## config.mk

```make
export PLATFORM = sky130hd
export DESIGN_NAME = pulp_cluster_rtl_dma_copy
export DESIGN_NICKNAME = d
export VERILOG_FILES = /design/src/rtl/pulp_cluster_dma_pkg.sv /design/src/rtl/pulp_cluster_dma_fifo.sv /design/src/rtl/pulp_cluster_rtl_dma_copy.sv
export SDC_FILE = /design/constraint.sdc
export NUM_CORES = 1
export LEC_CHECK = 0
export ABC_AREA = 1
export CAP_MARGIN = 30
export CORE_ASPECT_RATIO = 0.8
export CORE_MARGIN = 5
export CORE_UTILIZATION = 50
export DETAILED_ROUTE_END_ITERATION = 7
export PLACE_DENSITY = 0.76
export SETUP_SLACK_MARGIN = 0.1
export SLEW_MARGIN = 20
export SYNTH_ARGS = -nofsm -noshare
export SYNTH_HDL_FRONTEND = slang
export SYNTH_SLANG_ARGS = --single-unit
```

## constraint.sdc

```tcl
create_clock -name clk -period 3.57 [get_ports clk]
set_input_delay 0.5355 -clock clk [delete_from_list [all_inputs] [get_ports clk]]
set_output_delay 0.5355 -clock clk [all_outputs]
set_load 0.02 [all_outputs]
```

## src/rtl/pulp_cluster_dma_pkg.sv

```systemverilog
// Shared types for the pulp_cluster DMA copy engine: FSM encoding, DMA size codes
// and the request descriptor driven on both ctrl channels.
package pulp_cluster_dma_pkg;

  typedef enum logic [3:0] {
    IDLE   = 4'd0,
    RD_REQ = 4'd1,
    RD_DAT = 4'd2,
    WR_REQ = 4'd3,
    WR_DAT = 4'd4,
    DONE   = 4'd5
  } dma_state_e;

  localparam logic [2:0] SIZE_WORD  = 3'b010;
  localparam logic [2:0] SIZE_DWORD = 3'b011;
  localparam int unsigned STALL_W   = 28;

  typedef struct packed {
    logic [31:0] index;
    logic [31:0] length;
    logic [2:0]  size;
    logic [4:0]  user;
  } dma_ctrl_t;

  function automatic logic [2:0] dma_size(input int unsigned w);
    return (w == 64) ? SIZE_DWORD : SIZE_WORD;
  endfunction

endpackage

```

## src/rtl/pulp_cluster_dma_fifo.sv

```systemverilog
// First-word-fall-through FIFO: the head entry is presented on rdata as soon as
// the FIFO is non-empty, so a push is visible the following cycle.
module pulp_cluster_dma_fifo #(
  parameter int W     = 32,
  parameter int DEPTH = 16
) (
  input  logic         clk,
  input  logic         rst,
  input  logic         push,
  input  logic [W-1:0] wdata,
  input  logic         pop,
  output logic [W-1:0] rdata,
  output logic         full,
  output logic         empty
);

  localparam int AW = $clog2(DEPTH);

  logic [W-1:0]  mem [DEPTH];
  logic [AW-1:0] wptr, rptr;
  logic [AW:0]   count;
  logic          push_ok, pop_ok;

  assign push_ok = push && !full;
  assign pop_ok  = pop && !empty;
  assign full    = (count == (AW+1)'(DEPTH));
  assign empty   = (count == '0);
  assign rdata   = mem[rptr];

  // Storage carries no reset; pointers and count define validity.
  always_ff @(posedge clk) begin
    if (push_ok) mem[wptr] <= wdata;
  end

  always_ff @(posedge clk or negedge rst) begin
    if (!rst) begin
      wptr  <= '0;
      rptr  <= '0;
      count <= '0;
    end else begin
      if (push_ok) wptr <= wptr + 1'b1;
      if (pop_ok)  rptr <= rptr + 1'b1;
      case ({push_ok, pop_ok})
        2'b10:   count <= count + 1'b1;
        2'b01:   count <= count - 1'b1;
        default: count <= count;
      endcase
    end
  end

endmodule

```

## src/rtl/pulp_cluster_rtl_dma_copy.sv

```systemverilog
// ESP DMA memory-to-memory copy: read a chunk into the FIFO, write it back, repeat.
// Optional stall counter on debug[31:4] with PULP_CLUSTER_DMA_PERF_CNT_EN.
module pulp_cluster_rtl_dma_copy
  import pulp_cluster_dma_pkg::*;
#(
  parameter int DMA_W = 32,
  parameter int CHUNK = 16
) (
  input  logic             clk,
  input  logic             rst,
  input  logic             conf_done,
  input  logic [31:0]      conf_info_reg1,
  input  logic [31:0]      conf_info_reg2,
  input  logic [31:0]      conf_info_reg3,
  input  logic             dma_read_ctrl_ready,
  output logic             dma_read_ctrl_valid,
  output logic [31:0]      dma_read_ctrl_data_index,
  output logic [31:0]      dma_read_ctrl_data_length,
  output logic [2:0]       dma_read_ctrl_data_size,
  output logic [4:0]       dma_read_ctrl_data_user,
  input  logic             dma_read_chnl_valid,
  input  logic [DMA_W-1:0] dma_read_chnl_data,
  output logic             dma_read_chnl_ready,
  input  logic             dma_write_ctrl_ready,
  output logic             dma_write_ctrl_valid,
  output logic [31:0]      dma_write_ctrl_data_index,
  output logic [31:0]      dma_write_ctrl_data_length,
  output logic [2:0]       dma_write_ctrl_data_size,
  output logic [4:0]       dma_write_ctrl_data_user,
  output logic             dma_write_chnl_valid,
  output logic [DMA_W-1:0] dma_write_chnl_data,
  input  logic             dma_write_chnl_ready,
  output logic             acc_done,
  output logic [31:0]      debug
);

  dma_state_e  state;
  logic [31:0] n_tot, rb, wb, cnt, len, beat;
  logic [31:0] remain, len_nxt, cnt_nxt;
  logic        fifo_full, fifo_empty;
  logic        rd_hs, wr_hs, last_beat;
  dma_ctrl_t   rd_req, wr_req;

  assign remain    = n_tot - cnt;
  assign len_nxt   = (remain > 32'(CHUNK)) ? 32'(CHUNK) : remain;
  assign cnt_nxt   = cnt + len;
  assign last_beat = (beat == len - 32'd1);

  assign rd_req = '{index: rb + cnt, length: len_nxt, size: dma_size(DMA_W), user: 5'd0};
  assign wr_req = '{index: wb + cnt, length: len,     size: dma_size(DMA_W), user: 5'd0};

  assign dma_read_ctrl_valid        = (state == RD_REQ);
  assign dma_read_ctrl_data_index   = rd_req.index;
  assign dma_read_ctrl_data_length  = rd_req.length;
  assign dma_read_ctrl_data_size    = rd_req.size;
  assign dma_read_ctrl_data_user    = rd_req.user;
  assign dma_write_ctrl_valid       = (state == WR_REQ);
  assign dma_write_ctrl_data_index  = wr_req.index;
  assign dma_write_ctrl_data_length = wr_req.length;
  assign dma_write_ctrl_data_size   = wr_req.size;
  assign dma_write_ctrl_data_user   = wr_req.user;

  assign dma_read_chnl_ready  = (state == RD_DAT) && !fifo_full;
  assign dma_write_chnl_valid = (state == WR_DAT) && !fifo_empty;
  assign rd_hs = dma_read_chnl_valid && dma_read_chnl_ready;
  assign wr_hs = dma_write_chnl_valid && dma_write_chnl_ready;

  pulp_cluster_dma_fifo #(.W(DMA_W), .DEPTH(CHUNK)) u_fifo (
    .clk   (clk),
    .rst   (rst),
    .push  (rd_hs),
    .wdata (dma_read_chnl_data),
    .pop   (wr_hs),
    .rdata (dma_write_chnl_data),
    .full  (fifo_full),
    .empty (fifo_empty)
  );

  always_ff @(posedge clk or negedge rst) begin
    if (!rst) begin
      state    <= IDLE;
      n_tot    <= '0;
      rb       <= '0;
      wb       <= '0;
      cnt      <= '0;
      len      <= '0;
      beat     <= '0;
      acc_done <= 1'b0;
    end else begin
      acc_done <= (state == DONE);
      case (state)
        IDLE: if (conf_done) begin
          n_tot <= conf_info_reg1;
          rb    <= conf_info_reg2;
          wb    <= conf_info_reg3;
          cnt   <= '0;
          beat  <= '0;
          state <= (conf_info_reg1 == '0) ? DONE : RD_REQ;
        end
        RD_REQ: if (dma_read_ctrl_ready) begin
          len   <= len_nxt;
          beat  <= '0;
          state <= RD_DAT;
        end
        RD_DAT: if (rd_hs) begin
          beat <= last_beat ? '0 : beat + 32'd1;
          if (last_beat) state <= WR_REQ;
        end
        WR_REQ: if (dma_write_ctrl_ready) state <= WR_DAT;
        WR_DAT: if (wr_hs) begin
          beat <= last_beat ? '0 : beat + 32'd1;
          if (last_beat) begin
            cnt   <= cnt_nxt;
            state <= (cnt_nxt == n_tot) ? DONE : RD_REQ;
          end
        end
        DONE:    state <= IDLE;
        default: state <= IDLE;
      endcase
    end
  end

`ifdef PULP_CLUSTER_DMA_PERF_CNT_EN
  logic [STALL_W-1:0] stall_cnt;
  logic               stall;

  assign stall = ((state == RD_DAT) && dma_read_chnl_valid && !dma_read_chnl_ready) ||
                 ((state == WR_DAT) && dma_write_chnl_valid && !dma_write_chnl_ready);

  always_ff @(posedge clk or negedge rst) begin
    if (!rst)                           stall_cnt <= '0;
    else if (state == IDLE && conf_done) stall_cnt <= '0;
    else if (stall && stall_cnt != '1)  stall_cnt <= stall_cnt + 1'b1;
  end

  assign debug = {stall_cnt, state};
`else
  assign debug = {28'd0, state};
`endif

endmodule

```

After elaboration in Yosys (flattened, before gate mapping)
Memories as Yosys holds them, arrays and structs flattened.
Cells that the tools add are included.
Word-level totals
  logic and storage cells: 82
  input port bits: 135
  memory bits (writable): 512
  output and inout port bits: 213
  bits in registers: 210
  memories: 1
Cells by class
  equal/unequal tests: 17
  muxes and demuxes: 23
  add/sub/neg operators: 10
  reductions and logical operators: 19
  $lt $le $gt $ge: 1
Memories
  u_fifo.mem: depth 16, width 32, rd ports 1, clocked after memory_dff 0, write ports 1, RTL line pulp_cluster_dma_fifo.sv:19  | logic [W-1:0] mem [DEPTH];
Operators by type and width (count)
  2-to-1 mux 32 bit: 8
  one-hot mux 32 bit (4 select lines): 1
  adder 32 bit: 3
  == test 32 bit: 2
  one-hot mux 32 bit (2 select lines): 1
  adder 32 x 1 -> 32 bit (second input constant): 1
  greater-than comparator 32 x 5 -> 1 bit (second input constant): 1
  zero test 32 bit: 1
  subtractor 32 x 1 -> 32 bit (second input constant): 1
  subtractor 32 bit: 1
  2-to-1 mux 4 bit: 7
  one-hot mux 4 bit (5 select lines): 1
  inequality test 2 bit (second input constant): 5
  one-hot mux 5 bit (2 select lines): 1
  adder 4 x 1 -> 4 bit (second input constant): 2
  == test 4 x 2 -> 1 bit (second input constant): 2
  == test 4 x 3 -> 1 bit (second input constant): 2
  AND reduction 7 bit: 1
  logical AND 1 bit: 6
  2-to-1 mux 3 bit: 2
  adder 5 x 1 -> 5 bit (second input constant): 1
  == test 5 bit (second input constant): 1
  zero test 5 bit: 1
  AND reduction 5 bit: 1
  other kinds (12): 17

Depth between registers and ports, before layout
Gate-level depths: netlist of the first run.
  depth after elaboration: 7
  mapped depth: 22
  depth with buffers taken out: 22

Modules after synthesis
A second synthesis of the first run with hierarchy kept.
Second synthesis, totals
  cells, all modules: 4929
  area total of the unflattened synthesis: 41339.6 um^2
Modules (own cells, without submodules)
  pulp_cluster_dma_fifo: times used 1, cells an instance 2113, area each 22187.5 um^2, seq. area each 15700.1 um^2
  pulp_cluster_rtl_dma_copy: times used 1, cells an instance 2816, area each 19152.1 um^2, seq. area each 4904.7 um^2

Worst setup path before layout of the first run
No wires, ideal clock.
  kind: reg-to-reg
  from: register state[2]
  to: memory u_fifo.mem[11][0], enable pin
  cell stages (with the launch flop): 8
  buffers on the path: 0
  setup time: 421 ps
  period minus slack after synthesis: 3265 ps
  data required time: 3149 ps
  path slack: 305 ps
  arrival time: 2844 ps
  path through: dfrtp_1 nor3_1 nand2_1 inv_1 nand2_1 inv_1 nand2_1 nor2_1
Between the ends
  longest elaborated chain between the ends: 6
RTL lines
  from (decl): RTL line pulp_cluster_rtl_dma_copy.sv:37  | dma_state_e state;
  from (signal assigned): RTL line pulp_cluster_rtl_dma_copy.sv:98  | state <= (conf_info_reg1 == '0) ? DONE : RD_REQ;
  from (signal assigned): RTL line pulp_cluster_rtl_dma_copy.sv:114  | state <= (cnt_nxt == n_tot) ? DONE : RD_REQ;
  == test 4 x 2 -> 1 bit: RTL line pulp_cluster_rtl_dma_copy.sv:63  | assign dma_read_chnl_ready = (state == RD_DAT) && !fifo_full;
  logical AND 1 bit: RTL line pulp_cluster_rtl_dma_copy.sv:63
  named net dma_read_chnl_ready: RTL line pulp_cluster_rtl_dma_copy.sv:23  | output logic dma_read_chnl_ready,
  logical AND 1 bit: RTL line pulp_cluster_rtl_dma_copy.sv:65  | assign rd_hs = dma_read_chnl_valid && dma_read_chnl_ready;
  logical AND 1 bit: RTL line pulp_cluster_dma_fifo.sv:24  | assign push_ok = push && !full;
  2-to-1 mux 1 bit: RTL line pulp_cluster_dma_fifo.sv:32  | if (push_ok) mem[wptr] <= wdata;
  2-to-1 mux 1 bit (not written as such): RTL line pulp_cluster_dma_fifo.sv:32
  to (decl): RTL line pulp_cluster_dma_fifo.sv:19
The timed path passes the listed nets, and every way through them passes these cells.

Worst setup path after layout of the first run
  from: register cnt[13]
  to: output port dma_write_ctrl_data_index[28]
Between the ends
  longest elaborated chain between the ends: 1
RTL lines
  from (decl): RTL line pulp_cluster_rtl_dma_copy.sv:38  | logic [31:0] n_tot, rb, wb, cnt, len, beat;
  from (signal assigned): RTL line pulp_cluster_rtl_dma_copy.sv:113  | cnt <= cnt_nxt;
  adder 32 bit: RTL line pulp_cluster_rtl_dma_copy.sv:50  | assign wr_req = '{index: wb + cnt, length: len, size: dma_size(DMA_W), user: 5'd0};
  to (decl): RTL line pulp_cluster_rtl_dma_copy.sv:26  | output logic [31:0] dma_write_ctrl_data_index,
Every way passes these cells.

==> impl_results.md, run 1 <==
* Status: finished, violations left
* Violated checks: negative setup slack
* Final number of hold-violating endpoints at 0
* Worst Hold Class: in -> reg
* Die W at 323 µm
* Total power at 0.0357 W
* H-tree levels at 3
* WP data required at 3030 ps
* Synth Register Bits at 721
* Crit path cell chain: buf_4, ha_1, a21oi_1, inv_1, a21oi_1, nor3_1, o21ai_0, nand3_2, buf_6, a21oi_2, xor2_1, buf_4
* CTS Root Cell: clkbuf_16
* Initial antenna violation count at 3
* Worst VDD drop at roughly 0.00059 V
* Vias in the first global route at 31,200
* Die span in y at 260 µm
* CTS Buf Count at 74
* Grt total ovfl at 0
* Clock Path Buffers at 3
* Row cnt at 91
* Fill cells at 6,020
* Startpoint types: flip-flop
* Syn Inst Count at 4,289
* Slew margin rel. at 33.0%
* Core area at just under 80,000 µm²
* Peak Freq at 0.253 GHz
* P_leak at 21.6 nW
* WL/cell at approximately 21 µm
* Placer Congestion at 0.989
* Crit Path Max Fanout at 5
* Reg clk slew, reported paths at approximately 60 ps
* Boundary Pins at 348
* Max cap viols at 0
* DRC viols at 0
* WHS at 428 ps
* Reg2reg setup slack at slightly below 300 ps
* Synthesized area per cell at 9.11 µm²
* Yosys cell types at 54
* Router iterations before antenna repair at 5
* Critical path capture point type: primary output
* Synth Cell Area at 39,100 µm²
* Gr usage total at 28.2%
* Worst-margin pin slew at 1000 ps
* Period Utilization, post-route at 111%
* Setup Skew at 40.7 ps
* Detailed Place HPWL at 82,100 µm
* Vias post-DR at 33,200
* Worst EP arrival at roughly 3400 ps
* CP max-delay cell: ha_1
* Post-synthesis async set-or-reset flop share at ~29%
* Largest net degree at the start of global routing at 105
* Post-route cell area at 49,500 µm²
* Worst skew pair latency at 650 ps
* Critical path type: reg -> out
* Minimum clock period at approximately 3900 ps
* Starting Density at 50.5%
* # nets final at around 5,000
* Unrepaired setup endpoints after global routing: yes
* Post-synth EDFFs at 512
* Final setup violation count at 34
* Global-route wire length before repair at 182,000 µm
* Multi-input gate area at 17,300 µm²
* # port buffers at roughly 280
* Full die area at 83,900 µm²
* Ys Warns at 0
* CTS tree: built
* Final wirelength at 123,000 µm
* Main synth FF type: edfxtp_1
* Sink Count at 721
* Post-layout util at 64.0%
* First DRT Iteration DRCs at 3,792
* Vias per inst at roughly 5.6
* Crit path buffers/inverters at 4
* Layout cell share with drive strength beyond 1 at 14.9%
* Area growth syn-to-layout at 26.7%
* Flip-flop and latch area at 20,600 µm²
* Final WS setup at -376 ps
* Pwr dens at 721 nW/µm²
* Placed inst area at around 45,000 µm²
* Sequential area share after synthesis at between 50% and 60%
* Max stage delay on crit path at 420 ps
* Delay-heaviest family, CP: compound AO/OA/AOI/OAI gates
* Fin. max-slew vios at 0
* Post-route ant nets at 0
[power by group]
part           leakage (nW)  internal (W)  switching, W
clock                  1.22       0.00463       0.00340
combinational          13.1       0.00677        0.0104
sequential             7.33       0.00979      0.000650
[synthesized netlist by cell type (73+ instances only)]
| cell type | number | area share [%] |
|---|---|---|
| a21oi_1 | 130 | 1.7 |
| inv_1 | 457 | 4.4 |
| o221ai_1 | 89 | 2.0 |
| o21ai_0 | 254 | 3.3 |
| nand3_1 | 206 | 2.6 |
| edfxtp_1 | 512 | 39 |
| dfrtp_1 | 209 | 13 |
| clkbuf_1 | 117 | 1.1 |
| nor2_1 | 509 | 4.9 |
| buf_4 | 73 | 1.4 |
| xor2_1 | 118 | 2.6 |
| nand2_1 | 1015 | 9.8 |
| mux2i_1 | 89 | 2.3 |
| ha_1 | 135 | 4.3 |
[state kept, by name, summed over array words and instances (netlist names), 3 cells and up]
register,flops
dma_write_ctrl_data_length,32
u_fifo.mem,512
u_fifo.rptr,4
cnt,32
beat,32
u_fifo.wptr,4
n_tot,32
wb,32
rb,32
u_fifo.count,5
state,3
[through the flow]
step,worst slack (ps),std cells,setup TNS (ps)
after floorplan,305,4359,0
after global placement,-385,5716,-3910
final,-376,5915,-4860
after CTS,-343,5895,-5920
after global routing,-509,5915,-9550
after detailed placement,-420,5716,-5380
[path summary, 6_finish.rpt]
kind | depth (start not counted) | startpoint | to
hold / removal | 3 | conf_info_reg2[2] | rb[2]
max in group asynchronous | 3 | rst | rb[26]
setup / recovery | 12 | cnt[13] | dma_write_ctrl_data_index[28]
min in group asynchronous | 2 | rst | beat[26]
setup reg to reg | 15 | dma_write_ctrl_data_length[0] | cnt[14]
hold reg to reg | 1 | u_fifo.count[4] | u_fifo.count[4]
[tightest hold or removal path: stages]
cell and delay, ps:
clkdlybuf4s50_1 390, nand2_1 70, nand2_1 50
[cell type report]
| cell class | count | share of cell area [%] |
|---|---|---|
| Antenna cell | 1 | 0.00506 |
| Clock buffer | 94 | 3.91 |
| Clock inverter | 40 | 1.16 |
| Inverter | 462 | 3.53 |
| Multi-Input combinational cell | 2966 | 35.0 |
| Sequential cell | 721 | 41.7 |
| Tap cell | 1023 | 2.59 |
| Timing Repair Buffer | 608 | 12.2 |
[layer usage]
| layer | track usage [%] | share of wire [%] |
|---|---|---|
| met1 | 41.0 | 42 |
| met2 | 43.6 | 44 |
| met3 | 4.99 | 9.9 |
| met4 | 8.49 | 3.3 |
| met5 | 0 | 0.011 |
[cell usage in the layout, fill, tap and decap left out, types with 16 or more instances in the layout]
| master | Yosys | final |
|---|---|---|
| nand2_1 | 1015 | 972 |
| edfxtp_1 | 512 | 512 |
| nor2_1 | 509 | 488 |
| inv_1 | 457 | 447 |
| buf_4 | 73 | 263 |
| o21ai_0 | 254 | 230 |
| dfrtp_1 | 209 | 203 |
| nand3_1 | 206 | 196 |
| clkdlybuf4s50_1 | 0 | 184 |
| ha_1 | 135 | 111 |
| xor2_1 | 118 | 101 |
| a21oi_1 | 130 | 100 |
| mux2i_1 | 89 | 89 |
| o221ai_1 | 89 | 89 |
| clkbuf_16 | 0 | 75 |
| buf_6 | 3 | 75 |
| conb_1 | 2 | 72 |
| nor3_1 | 60 | 53 |
| nand4_1 | 39 | 39 |
| nand2_2 | 4 | 38 |
| xnor2_1 | 49 | 35 |
| buf_12 | 0 | 31 |
| o21ai_1 | 20 | 30 |
| o211ai_1 | 28 | 28 |
| o32ai_1 | 27 | 27 |
| dlygate4sd2_1 | 0 | 26 |
| a21oi_2 | 0 | 23 |
| nor2_4 | 3 | 21 |
| clkbuf_1 | 117 | 19 |
| nor4_1 | 17 | 17 |
| ha_4 | 0 | 16 |
[logic make-up (layout without fill, tap and decap cells)]
group	count (synthesis)	in the layout	synth area share [%]
other	2	73	0.0192
DFF	721	721	52.7
and+or+nand+nor	1885	1885	19.7
muxes	89	89	2.28
buffers and inverters	672	1204	7.26
AOI/OAI and AO/OA	609	609	9.44
adders and majority gates	140	140	4.58
xor gates and xnor gates	171	171	3.98
[timing repair]
| action | CTS | global route |
|---|---|---|
| gates cloned | 5 | 1 |
| hold buffers | 1 | 0 |
| pin swaps | 35 | 62 |
| buffers inserted | 42 | 35 |
| hold endpoints to repair | 80 | 0 |
| gates resized for setup | 492 | 189 |
| setup endpoints to repair | 86 | 74 |
(Power assumes the default switching activity.)
==> run 2: changes to the inputs <==
- ABC_AREA: 1 -> 0
- CORE_ASPECT_RATIO: 0.8 -> default
- MAX_ROUTING_LAYER: default -> met4
==> run 2 against run 1 <==
The flow still finishes with violations (negative setup slack). Register-to-register slack lost 790 ps. Utilization increased by 5.1 points. Via count fell by 14%. Wire length increased by 3.4%. Sequential power hardly changed. Flip-flop and latch count did not move. Critical path depth is 5 higher. Global-route usage up 2.7 points. Largest cell class unchanged. Largest power group unchanged.
==> impl_results.md, run 2 <==
* Peak Freq at 0.191 GHz
* Worst EP arrival at 4710 ps
* WP data required at 3030 ps
* Crit Path Max Fanout at 5
* Synth Register Bits at 721
* Adder-Cell Fraction of Synth Area at under 10%
* Post-route ant nets at 0
* # port buffers at around 280
* Reg2reg start: dma_write_ctrl_data_length[6]
* Die W at 282 µm
* # nets final at 3,949
* Vias post-DR at between 20,000 and 30,000
* Pwr dens at 728 nW/µm²
* Crit path buffers/inverters at 4
* Full die area at 79,400 µm²
* Reg clk slew, reported paths at 60 ps
* Compound-Gate Fraction of Synth Area at 9.14%
* Vias per inst at 6.11
* Final number of hold-violating endpoints at 0
* Commonest non-fill, non-tap cell in the layout: buf_4
* Boundary Pins at 348
* Clock Path Buffers at 3
* Minimum clock period at ~5200 ps
* Final wirelength at 127,000 µm
* Placed inst area at 44,700 µm²
* Core area at 73,100 µm²
* First DRT Iteration DRCs at 2,865
* Sink Count at 721
* H-tree levels at 3
* Synth cell count leaders: 512 x edfxtp_1, 209 x dfrtp_1, 163 x nand2_1
* Synthesized area per cell at approximately 13 µm²
* Grt total ovfl at 0
* Critical path capture point type: primary output
* Max stage delay on crit path at 590 ps
* Detailed Place HPWL at 79,700 µm
* Ys Warns at 0
* Initial antenna violation count at 4
* Starting Density at 50.5%
* Vias in the first global route at just under 30,000
* WL/cell at approximately 27 µm
* Synth top area share at a little over two fifths
* Main synth FF type: edfxtp_1
* Largest net degree at the start of global routing at 67
* DRC viols at 0
* Area growth syn-to-layout at 36.8%
* Yosys cell types at 89
* Startpoint types: flip-flop
* CTS Buf Count at between 70 and 80
* Synth Area in Simple Gates at 9.37%
* Placer Congestion at 0.988
* Top cell by count, worst path: buf_6
* Finished Layout Cells at around 4,700
* CTS tree: built
* Placed cell count at 4,445
* CTS Root Cell: clkbuf_16
* WHS at 467 ps
* CP max-delay cell: or4_4
* Reg2reg setup slack at -500 ps
* TNS Setup at -45,880 ps
* P_leak at 20.0 nW
* Capture point of the worst reg-to-reg path: state[2]
* Reg2reg path depth at 15
* XOR/XNOR share of the synthesized area at 4.25%
* Final WS setup at -1670 ps
* Max reg flops at 512
* Status: finished, violations left
* Synth Cell Area at 36,900 µm²
* Most area-hungry cell type in the Yosys netlist: edfxtp_1
* Worst Hold Class: in -> async
* Router iterations before antenna repair at 6
* Slew margin rel. at a little under 40%
* Largest family of logic cells by synthesized area: multiplexers
* Post-synth EDFFs at 512
* Total power at 0.0368 W
* Largest cells by area after synthesis: edfxtp_1 42%, dfrtp_1 14%, mux4_2 9.8%
* Post-synthesis async set-or-reset flop share at 29.0%
* Delay-heaviest family, CP: simple AND/OR/NAND/NOR gates
* Global-route wire length before repair at 180,000 µm
* Most numerous cell in the Yosys netlist: edfxtp_1
* Die span in y at 282 µm
* Layout cell share with drive strength beyond 1 at between 30 and 40%
* Fraction of synthesized area in multiplexers at between 10% and 20%
* Setup Skew at roughly 33 ps
* Fill cells at roughly 4,700
* Worst skew pair latency at 670 ps
* Gr usage total at 30.9%
* Violated checks: negative setup slack
* Period Utilization, post-route at 147%
* Max cap viols at 0
* Row cnt at 99
* Most frequent cells in the layout: 611 x buf_4, 512 x edfxtp_1, 198 x dfrtp_1
* Final setup violation count at 121
* Fin. max-slew vios at 0
* Worst VDD drop at 0.000698 V
* Crit path cell chain: inv_1, ha_2, fa_2, nor2b_2, o21ai_2, a21boi_2, a2bb2oi_2, a2111oi_4, or3_4, buf_6, a311oi_2, a31oi_1, xnor2_1, buf_4, or4_4, or3b_4, buf_6
* Unrepaired setup endpoints after global routing: yes
* Critical path type: reg -> out
* Post-route cell area at 50,500 µm²
* Top reg by flops: u_fifo.mem
* Worst-margin pin slew at between 900 and 1000 ps
* Sequential area share after synthesis at a little under three fifths
* Syn Inst Count at approximately 2,800
-- run 2: logic make-up (layout without fill, tap and decap cells) --
group                    count (synthesis)  after routing
AND/OR/NAND/NOR                        672            674
other                                    2             76
buffers and inverters                  277           1154
AO/OA/AOI/OAI                          528            529
flip-flops                             721            721
adder cells (fa/ha/maj)                141            141
XOR/XNOR                               179            179
multiplexers                           266            266
-- run 2: how the worst max path moves through the flow --
| stage | start | cells past startpoint | slack (ps) | end |
|---|---|---|---|---|
| after global routing | n_tot[0] | 18 | -1810 | dma_read_ctrl_data_length[2] |
| after global placement | n_tot[0] | 17 | -1470 | dma_read_ctrl_data_length[4] |
| after floorplan | cnt[0] | 14 | -640 | dma_read_ctrl_data_length[4] |
| after CTS | n_tot[0] | 17 | -1630 | dma_read_ctrl_data_length[4] |
| after detailed placement | n_tot[0] | 16 | -1490 | dma_read_ctrl_data_length[4] |
| final | n_tot[0] | 17 | -1670 | dma_read_ctrl_data_length[4] |
-- run 2: area by class of cell --
cell class / count / area [µm²] / share of cell area, %
Antenna cell: 4 / 10.0 / 0.0198
Multi-Input combinational cell: 1861 / 17700 / 35.0
Timing Repair Buffer: 919 / 8090 / 16.0
Inverter: 94 / 355 / 0.703
Tap cell: 959 / 1200 / 2.37
Clock inverter: 41 / 487 / 0.963
Sequential cell: 721 / 20600 / 40.8
Clock buffer: 100 / 2070 / 4.11
-- run 2: through the flow --
stage | util [%] | setup WS [ps]
global placement | 61.2 | -1470
floorplan | - | -637
detailed placement | 61.2 | -1490
CTS | 66.9 | -1630
global route | 69.1 | -1810
finish | 69.1 | -1670
-- run 2: power breakdown --
| group | switching, W | total (W) | internal, W |
|---|---|---|---|
| combinational | 0.00937 | 0.0180 | 0.00860 |
| clock | 0.00358 | 0.00812 | 0.00454 |
| sequential | 0.000748 | 0.0107 | 0.00997 |
| total | 0.0137 | 0.0368 | 0.0231 |
-- run 2: metal layers --
metal | track usage (%) | share of wire, %
met5 | - | 0
met4 | 12.6 | 5.4
met3 | 5.71 | 8.6
met2 | 51.4 | 50
met1 | 37.7 | 36
-- run 2: timing repair --
| action | 4_1_cts | 5_1_grt |
|---|---|---|
| endpoints found under the hold margin | 62 | 0 |
| pin swaps | 123 | 173 |
| hold buffers | 1 | 0 |
| setup buffers | 56 | 50 |
| gates cloned | 10 | 3 |
| resized for setup | 583 | 330 |
| endpoints found under the setup margin | 164 | 165 |
